===== config.mk =====
export PLATFORM = sky130hd
export DESIGN_NAME = liteeth_sram_ctrl
export DESIGN_NICKNAME = d
export VERILOG_FILES = /design/src/rtl/liteeth_sram_pkg.sv /design/src/rtl/liteeth_sram_rsp_buf.sv /design/src/rtl/liteeth_sram_ctrl.sv
export SDC_FILE = /design/constraint.sdc
export NUM_CORES = 1
export LEC_CHECK = 0
export ABC_AREA = 1
export CAP_MARGIN = 20
export CORE_ASPECT_RATIO = 0.6
export CORE_UTILIZATION = 37
export DETAILED_ROUTE_END_ITERATION = 10
export HOLD_SLACK_MARGIN = 0.08
export PLACE_DENSITY = 0.66
export RECOVER_POWER = 50
export SYNTH_ARGS = -nofsm -noshare
export SYNTH_HDL_FRONTEND = slang
export SYNTH_HIERARCHICAL = 1
export SYNTH_SLANG_ARGS = --single-unit

===== constraint.sdc =====
create_clock -name clk -period 3.3 [get_ports clk]
set_clock_uncertainty 0.2 [all_clocks]
set_input_delay 0.33 -clock clk [delete_from_list [all_inputs] [get_ports clk]]
set_output_delay 0.33 -clock clk [all_outputs]
set_load 0.02 [all_outputs]

===== src/rtl/liteeth_sram_pkg.sv =====
// Shared constants, types and helpers for the liteeth 1rw1r SRAM controller.
package liteeth_sram_pkg;

  localparam int BITS       = 32;
  localparam int WORD_DEPTH = 384;
  localparam int ADDR_WIDTH = 9;
  localparam int MASK_WIDTH = BITS / 8;
  localparam int RSP_DEPTH  = 2;

  typedef enum logic {INIT, RUN} ctrl_state_e;

  typedef struct packed {
    logic [BITS-1:0] rdata;
    logic            err;
  } rsp_t;

  function automatic logic addr_ok(input logic [ADDR_WIDTH-1:0] addr);
    return addr < ADDR_WIDTH'(WORD_DEPTH);
  endfunction

  function automatic logic [BITS-1:0] merge_bytes(input logic [BITS-1:0]       old_w,
                                                  input logic [BITS-1:0]       new_w,
                                                  input logic [MASK_WIDTH-1:0] mask);
    logic [BITS-1:0] m;
    m = old_w;
    for (int i = 0; i < MASK_WIDTH; i++) begin
      if (mask[i]) m[8*i +: 8] = new_w[8*i +: 8];
    end
    return m;
  endfunction

endpackage


===== src/rtl/liteeth_sram_rsp_buf.sv =====
// Per-channel read-response buffer: one-cycle capture stage into a small FIFO,
// plus the credit count (inflight + occupancy) that gates request acceptance.
module liteeth_sram_rsp_buf
  import liteeth_sram_pkg::*;
#(
  parameter int RSP_DEPTH = 2
) (
  input  logic            clk,
  input  logic            rst_n,
  input  logic            rd_accept,
  input  logic            rd_oor,
  input  logic [BITS-1:0] rd_data,
  input  logic            rsp_ready,
  output logic            rsp_valid,
  output logic [BITS-1:0] rsp_rdata,
  output logic            rsp_err,
  output logic            credit_ok
);

  localparam int PW = (RSP_DEPTH > 1) ? $clog2(RSP_DEPTH) : 1;
  localparam int CW = $clog2(RSP_DEPTH + 1);

  rsp_t           mem_q [RSP_DEPTH];
  logic [PW-1:0]  wr_ptr_q, rd_ptr_q;
  logic [CW-1:0]  occ_q, credit_q;
  logic           pend_q, pend_err_q;
  logic           push, pop;
  rsp_t           push_entry;

  function automatic logic [PW-1:0] ptr_inc(input logic [PW-1:0] p);
    return (p == PW'(RSP_DEPTH - 1)) ? '0 : p + 1'b1;
  endfunction

  assign push      = pend_q;
  assign rsp_valid = (occ_q != '0);
  assign pop       = rsp_valid && rsp_ready;
  assign rsp_rdata = mem_q[rd_ptr_q].rdata;
  assign rsp_err   = mem_q[rd_ptr_q].err;
  // A pop this cycle frees a slot, so a new read may be taken alongside it.
  assign credit_ok = (credit_q < CW'(RSP_DEPTH)) || pop;

  always_comb begin
    push_entry.rdata = pend_err_q ? '0 : rd_data;
    push_entry.err   = pend_err_q;
  end

  always_ff @(posedge clk or negedge rst_n) begin
    if (!rst_n) begin
      pend_q     <= 1'b0;
      pend_err_q <= 1'b0;
      wr_ptr_q   <= '0;
      rd_ptr_q   <= '0;
      occ_q      <= '0;
      credit_q   <= '0;
      for (int i = 0; i < RSP_DEPTH; i++) mem_q[i] <= '0;
    end else begin
      pend_q     <= rd_accept;
      pend_err_q <= rd_oor;
      if (push) begin
        mem_q[wr_ptr_q] <= push_entry;
        wr_ptr_q        <= ptr_inc(wr_ptr_q);
      end
      if (pop) rd_ptr_q <= ptr_inc(rd_ptr_q);
      case ({push, pop})
        2'b10:   occ_q <= occ_q + 1'b1;
        2'b01:   occ_q <= occ_q - 1'b1;
        default: occ_q <= occ_q;
      endcase
      case ({rd_accept, pop})
        2'b10:   credit_q <= credit_q + 1'b1;
        2'b01:   credit_q <= credit_q - 1'b1;
        default: credit_q <= credit_q;
      endcase
    end
  end

endmodule


===== src/rtl/liteeth_sram_ctrl.sv =====
// Initiator for the 1rw1r SRAM macro: zero-fills after reset, then maps channel A
// to rw0 and channel B to r0. Define SRAM_CTRL_WR_FWD_EN to forward same-address A writes into B reads.
//   state | meaning
//   INIT  | zero-fill one word per cycle, both channels blocked
//   RUN   | serve channel A (rw0) and channel B (r0) requests
module liteeth_sram_ctrl
  import liteeth_sram_pkg::*;
(
  input  logic                  clk,
  input  logic                  rst_n,
  input  logic                  a_req_valid,
  output logic                  a_req_ready,
  input  logic                  a_req_we,
  input  logic [ADDR_WIDTH-1:0] a_req_addr,
  input  logic [BITS-1:0]       a_req_wdata,
  input  logic [MASK_WIDTH-1:0] a_req_wmask,
  output logic                  a_rsp_valid,
  input  logic                  a_rsp_ready,
  output logic [BITS-1:0]       a_rsp_rdata,
  output logic                  a_rsp_err,
  input  logic                  b_req_valid,
  output logic                  b_req_ready,
  input  logic [ADDR_WIDTH-1:0] b_req_addr,
  output logic                  b_rsp_valid,
  input  logic                  b_rsp_ready,
  output logic [BITS-1:0]       b_rsp_rdata,
  output logic                  b_rsp_err,
  output logic                  sram_rw0_ce,
  output logic                  sram_rw0_we,
  output logic [ADDR_WIDTH-1:0] sram_rw0_addr,
  output logic [BITS-1:0]       sram_rw0_wd,
  output logic [MASK_WIDTH-1:0] sram_rw0_wmask,
  input  logic [BITS-1:0]       sram_rw0_rd,
  output logic                  sram_r0_ce,
  output logic [ADDR_WIDTH-1:0] sram_r0_addr,
  input  logic [BITS-1:0]       sram_r0_rd,
  output logic                  init_done
);

  localparam logic [ADDR_WIDTH-1:0] LAST_ADDR = ADDR_WIDTH'(WORD_DEPTH - 1);

  ctrl_state_e           state_q, state_d;
  logic [ADDR_WIDTH-1:0] init_cnt_q, init_cnt_d;
  logic                  run;
  logic                  a_credit_ok, b_credit_ok;
  logic                  a_fire, b_fire;
  logic                  a_in_range, b_in_range;
  logic [BITS-1:0]       b_rd_data;

  assign run         = (state_q == RUN);
  assign init_done   = run;
  assign a_in_range  = addr_ok(a_req_addr);
  assign b_in_range  = addr_ok(b_req_addr);
  assign a_req_ready = run && (a_req_we || a_credit_ok);
  assign b_req_ready = run && b_credit_ok;
  assign a_fire      = a_req_valid && a_req_ready;
  assign b_fire      = b_req_valid && b_req_ready;
  assign sram_r0_addr = b_req_addr;

  always_ff @(posedge clk or negedge rst_n) begin
    if (!rst_n) begin
      state_q    <= INIT;
      init_cnt_q <= '0;
    end else begin
      state_q    <= state_d;
      init_cnt_q <= init_cnt_d;
    end
  end

  always_comb begin
    state_d        = state_q;
    init_cnt_d     = init_cnt_q;
    sram_rw0_ce    = 1'b0;
    sram_rw0_we    = 1'b0;
    sram_rw0_addr  = a_req_addr;
    sram_rw0_wd    = a_req_wdata;
    sram_rw0_wmask = a_req_wmask;
    sram_r0_ce     = 1'b0;
    case (state_q)
      INIT: begin
        // Keep the macro idle while reset is held; the fill starts on the first clock after release.
        sram_rw0_ce    = rst_n;
        sram_rw0_we    = rst_n;
        sram_rw0_addr  = init_cnt_q;
        sram_rw0_wd    = '0;
        sram_rw0_wmask = '1;
        if (init_cnt_q == LAST_ADDR) begin
          state_d    = RUN;
          init_cnt_d = '0;
        end else begin
          init_cnt_d = init_cnt_q + 1'b1;
        end
      end
      RUN: begin
        sram_rw0_ce = a_fire && a_in_range;
        sram_rw0_we = a_fire && a_in_range && a_req_we;
        sram_r0_ce  = b_fire && b_in_range;
      end
      default: state_d = INIT;
    endcase
  end

`ifdef SRAM_CTRL_WR_FWD_EN
  logic                  fwd_hit_q;
  logic [BITS-1:0]       fwd_wdata_q;
  logic [MASK_WIDTH-1:0] fwd_mask_q;

  always_ff @(posedge clk or negedge rst_n) begin
    if (!rst_n) begin
      fwd_hit_q   <= 1'b0;
      fwd_wdata_q <= '0;
      fwd_mask_q  <= '0;
    end else begin
      fwd_hit_q   <= sram_rw0_we && sram_r0_ce && (a_req_addr == b_req_addr);
      fwd_wdata_q <= a_req_wdata;
      fwd_mask_q  <= a_req_wmask;
    end
  end

  assign b_rd_data = fwd_hit_q ? merge_bytes(sram_r0_rd, fwd_wdata_q, fwd_mask_q) : sram_r0_rd;
`else
  assign b_rd_data = sram_r0_rd;
`endif

  liteeth_sram_rsp_buf #(.RSP_DEPTH(RSP_DEPTH)) u_a_rsp (
    .clk       (clk),
    .rst_n     (rst_n),
    .rd_accept (a_fire && !a_req_we),
    .rd_oor    (!a_in_range),
    .rd_data   (sram_rw0_rd),
    .rsp_ready (a_rsp_ready),
    .rsp_valid (a_rsp_valid),
    .rsp_rdata (a_rsp_rdata),
    .rsp_err   (a_rsp_err),
    .credit_ok (a_credit_ok)
  );

  liteeth_sram_rsp_buf #(.RSP_DEPTH(RSP_DEPTH)) u_b_rsp (
    .clk       (clk),
    .rst_n     (rst_n),
    .rd_accept (b_fire),
    .rd_oor    (!b_in_range),
    .rd_data   (b_rd_data),
    .rsp_ready (b_rsp_ready),
    .rsp_valid (b_rsp_valid),
    .rsp_rdata (b_rsp_rdata),
    .rsp_err   (b_rsp_err),
    .credit_ok (b_credit_ok)
  );

endmodule


==> results by group <==
Min path
  – HP Class: register to register

Worst setup path
  – Crit-path max FO: 41
  – Critical Path Max Stage Delay: 0.68 ns
  – Worst setup SP type: register
  – Setup CP Type: register to output pin
  – Critical path cell sequence: buf_4 -> nand2_1 -> inv_1 -> clkdlybuf4s50_1
  – Setup crit end kind: output pin
  – Crit path DAT: 2.36 ns
  – Crit path required time: 2.77 ns
  – CP max stage cell: dfrtp_1

Synth
  – Ys async rst share: 1.00
  – Synth unique cells: 27
  – Sequential fraction of the synthesis area: 0.480
  – Synth warn: 6
  – Syn avg cell area: 7.33 um2
  – Yosys reg bits: 158
  – Post-Syn Nets: 1253
  – Post-synth top area share: 0.480
  – Synth Flop Type: dfrtp_1
  – Top post-synthesis cells by area: dfrtp_1 (48%), nand2_1 (20%), inv_1 (9.2%)
  – Number of enable flip-flop cells after synthesis: 0
  – Area leader, netlist: dfrtp_1
  – Post-Syn Instances: 1123
  – Post-Syn Area: 0.00824 mm2

Drt
  – Drt drc: 0
  – Post-DRT Antenna Nets: 0
  – First-pass DRT Iterations: 5
  – Via count: 7320
  – Post-DR wirelength/cell: 13.2 um
  – Via density: 4.51
  – Final WL: 21.5 mm
  – Initial drt markers: 472

Timing
  – RSZ-0062 raised after global routing: no
  – FMAX: 346 MHz
  – Final Setup Violations: 0
  – Slew HR: -0.118
  – Post-layout min period: 2.89 ns
  – Final Max Slew Viols: 34
  – Period Utilization, post-route: 0.877
  – Worst slew pin tran: 1.68 ns
  – Setup TNS: 0 ns
  – Endpoints failing hold: 0

Floorplanning
  – Placeable Area: 0.0214 mm2
  – Die ar.: 0.0229 mm2
  – Boundary Pins: 253
  – Starting Density: 0.385
  – Die width: 195 um
  – Site Rows: 41
  – Die Y: 118 um

Power
  – Peak supply drop: 296 uV
  – Leak pwr: 5.73 nW
  – Power density cells: 592 mW/mm2

Global routing
  – Initial antenna violation count: 0
  – Gr usage total: 0.194
  – Largest net degree at the start of global routing: 159
  – First-pass GRT wire length: 35.3 mm
  – GRT overflow: 0
  – Vias in the first global route: 6961

Finish
  – Layout Area Growth over Synthesis: 36.6%
  – Layout cells sized above 1: 0.0692
  – Final core occ: 0.526
  – Commonest non-fill, non-tap cell in the layout: nand2_1
  – Final nets: 1460
  – Diodes inserted: 0
  – Commonest non-fill, non-tap cells in the layout: nand2_1 (434), clkdlybuf4s50_1 (235), inv_1 (202)

Run status
  – Failing checks: capacitance limit, slew limit
  – Status: complete, but fails checks

Place
  – IO buf count: 238
  – RD Place Congestion: 0.767
  – Post-DP HPWL: 15.0 mm

Clocking
  – Setup bufs post-CTS: 0
  – Skew-Pair Late Insertion Delay: 0.43 ns
  – TritonCTS clock tree: built
  – Clk root buf: clkbuf_16
  – CTS clk-pin slew, worst paths: 0.06 ns
  – TritonCTS Buffers: 17
  – CTS sink count: 158
  – CTS max path bufs: 2
  – # H-tree levels: 4

Flow run
  – Max Cap Viol: 1
layout make-up:
cell class              count  area, um2
clock buffers              22        464
clock inverters            10        138
fillers                  2032      10100
inverters                 207        785
multi-input cells         694       3070
flip-flops and latches    158       3960
well taps                 279        349
repair buffers            252       2490
worst paths after layout:
path	from	to	depth (start not counted)	slack, ns
worst max-delay path	init_done	sram_rw0_wd[31]	4	0.41
worst min-delay path	u_b_rsp/occ_q[1]	u_b_rsp/occ_q[1]	2	0.27
worst max register to register	u_a_rsp/pend_err_q	u_a_rsp/mem_q[65]	4	1.01
worst min register to register	u_b_rsp/occ_q[1]	u_b_rsp/occ_q[1]	2	0.27
max in group asynchronous	rst_n	u_a_rsp/rd_ptr_q	3	1.62
min in group asynchronous	rst_n	u_b_rsp/mem_q[37]	3	0.55
layer usage:
metal | up-vias | global-route usage | routed length [um]
met4 | 0 | 0.0446 | 171
met1 | 3371 | 0.273 | 10300
met5 | - | 0 | 0
li1 | 3724 | - | -
met3 | 15 | 0.0476 | 1350
met2 | 210 | 0.298 | 9590
logic make-up after synthesis:
kind of cell | after synthesis | synth area share
buf+inv | 271 | 0.146
fa+ha+maj | 5 | 0.00760
xor+xnor | 8 | 0.00851
flops | 158 | 0.480
simple gates | 541 | 0.257
compound gates | 140 | 0.101
registers in the layout, indices dropped and copies added, names as in the netlist, 2 cells and up:
signal / count
u_a_rsp/credit_q: 2
u_b_rsp/mem_q: 66
u_b_rsp/credit_q: 2
init_cnt_q: 9
u_b_rsp/occ_q: 2
u_a_rsp/occ_q: 2
u_a_rsp/mem_q: 66
timing repair:
item | in CTS | in global routing
hold endpoints to repair | 158 | 0
resized for setup | 0 | 0
hold buffers | 1 | 0
power by group:
part | leakage (nW) | switching, mW | total [mW] | internal [mW]
logic | 3.90 | 1.35 | 2.47 | 1.13
registers | 1.54 | 0.147 | 2.17 | 2.03
clock network | 0.290 | 0.785 | 2.02 | 1.23
total | 5.73 | 2.28 | 6.66 | 4.38
cell usage after synthesis (3+ instances only):
library cell and instances:
nand3_1 13, o21ai_0 84, buf_2 23, nor2_1 77, nand2_2 3, buf_4 16, inv_1 202, nand4_1 4
nand2_1 433, or2_2 4, o21ai_1 18, o21ai_2 36, buf_6 11, ha_1 5, nor2_4 4, inv_2 4
xor2_1 3, dfrtp_1 158, clkbuf_1 10, xnor2_1 5
worst max-delay path, delay by kind of cell (launching register included):
family | cells | cell delay [ns]
flip-flops | 1 | 0.68
AND/OR/NAND/NOR | 1 | 0.09
buffers and inverters | 3 | 1.17
metrics by stage:
stage | setup WS (ns) | cells | hold WS, ns | total power [mW] | instance area [um2]
finish | 0.407 | 1622 | 0.273 | 6.66 | 11200
global placement | 0.774 | 1589 | 0.258 | 4.67 | 10700
floorplan | 1.17 | 1123 | -0.166 | 3.45 | 8240
detailed placement | 0.777 | 1589 | 0.259 | 4.69 | 10700
CTS | 0.487 | 1622 | 0.273 | 6.73 | 11300
global route | 0.195 | 1622 | 0.280 | 7.02 | 11200
Power figures use the tool's default switching activity.
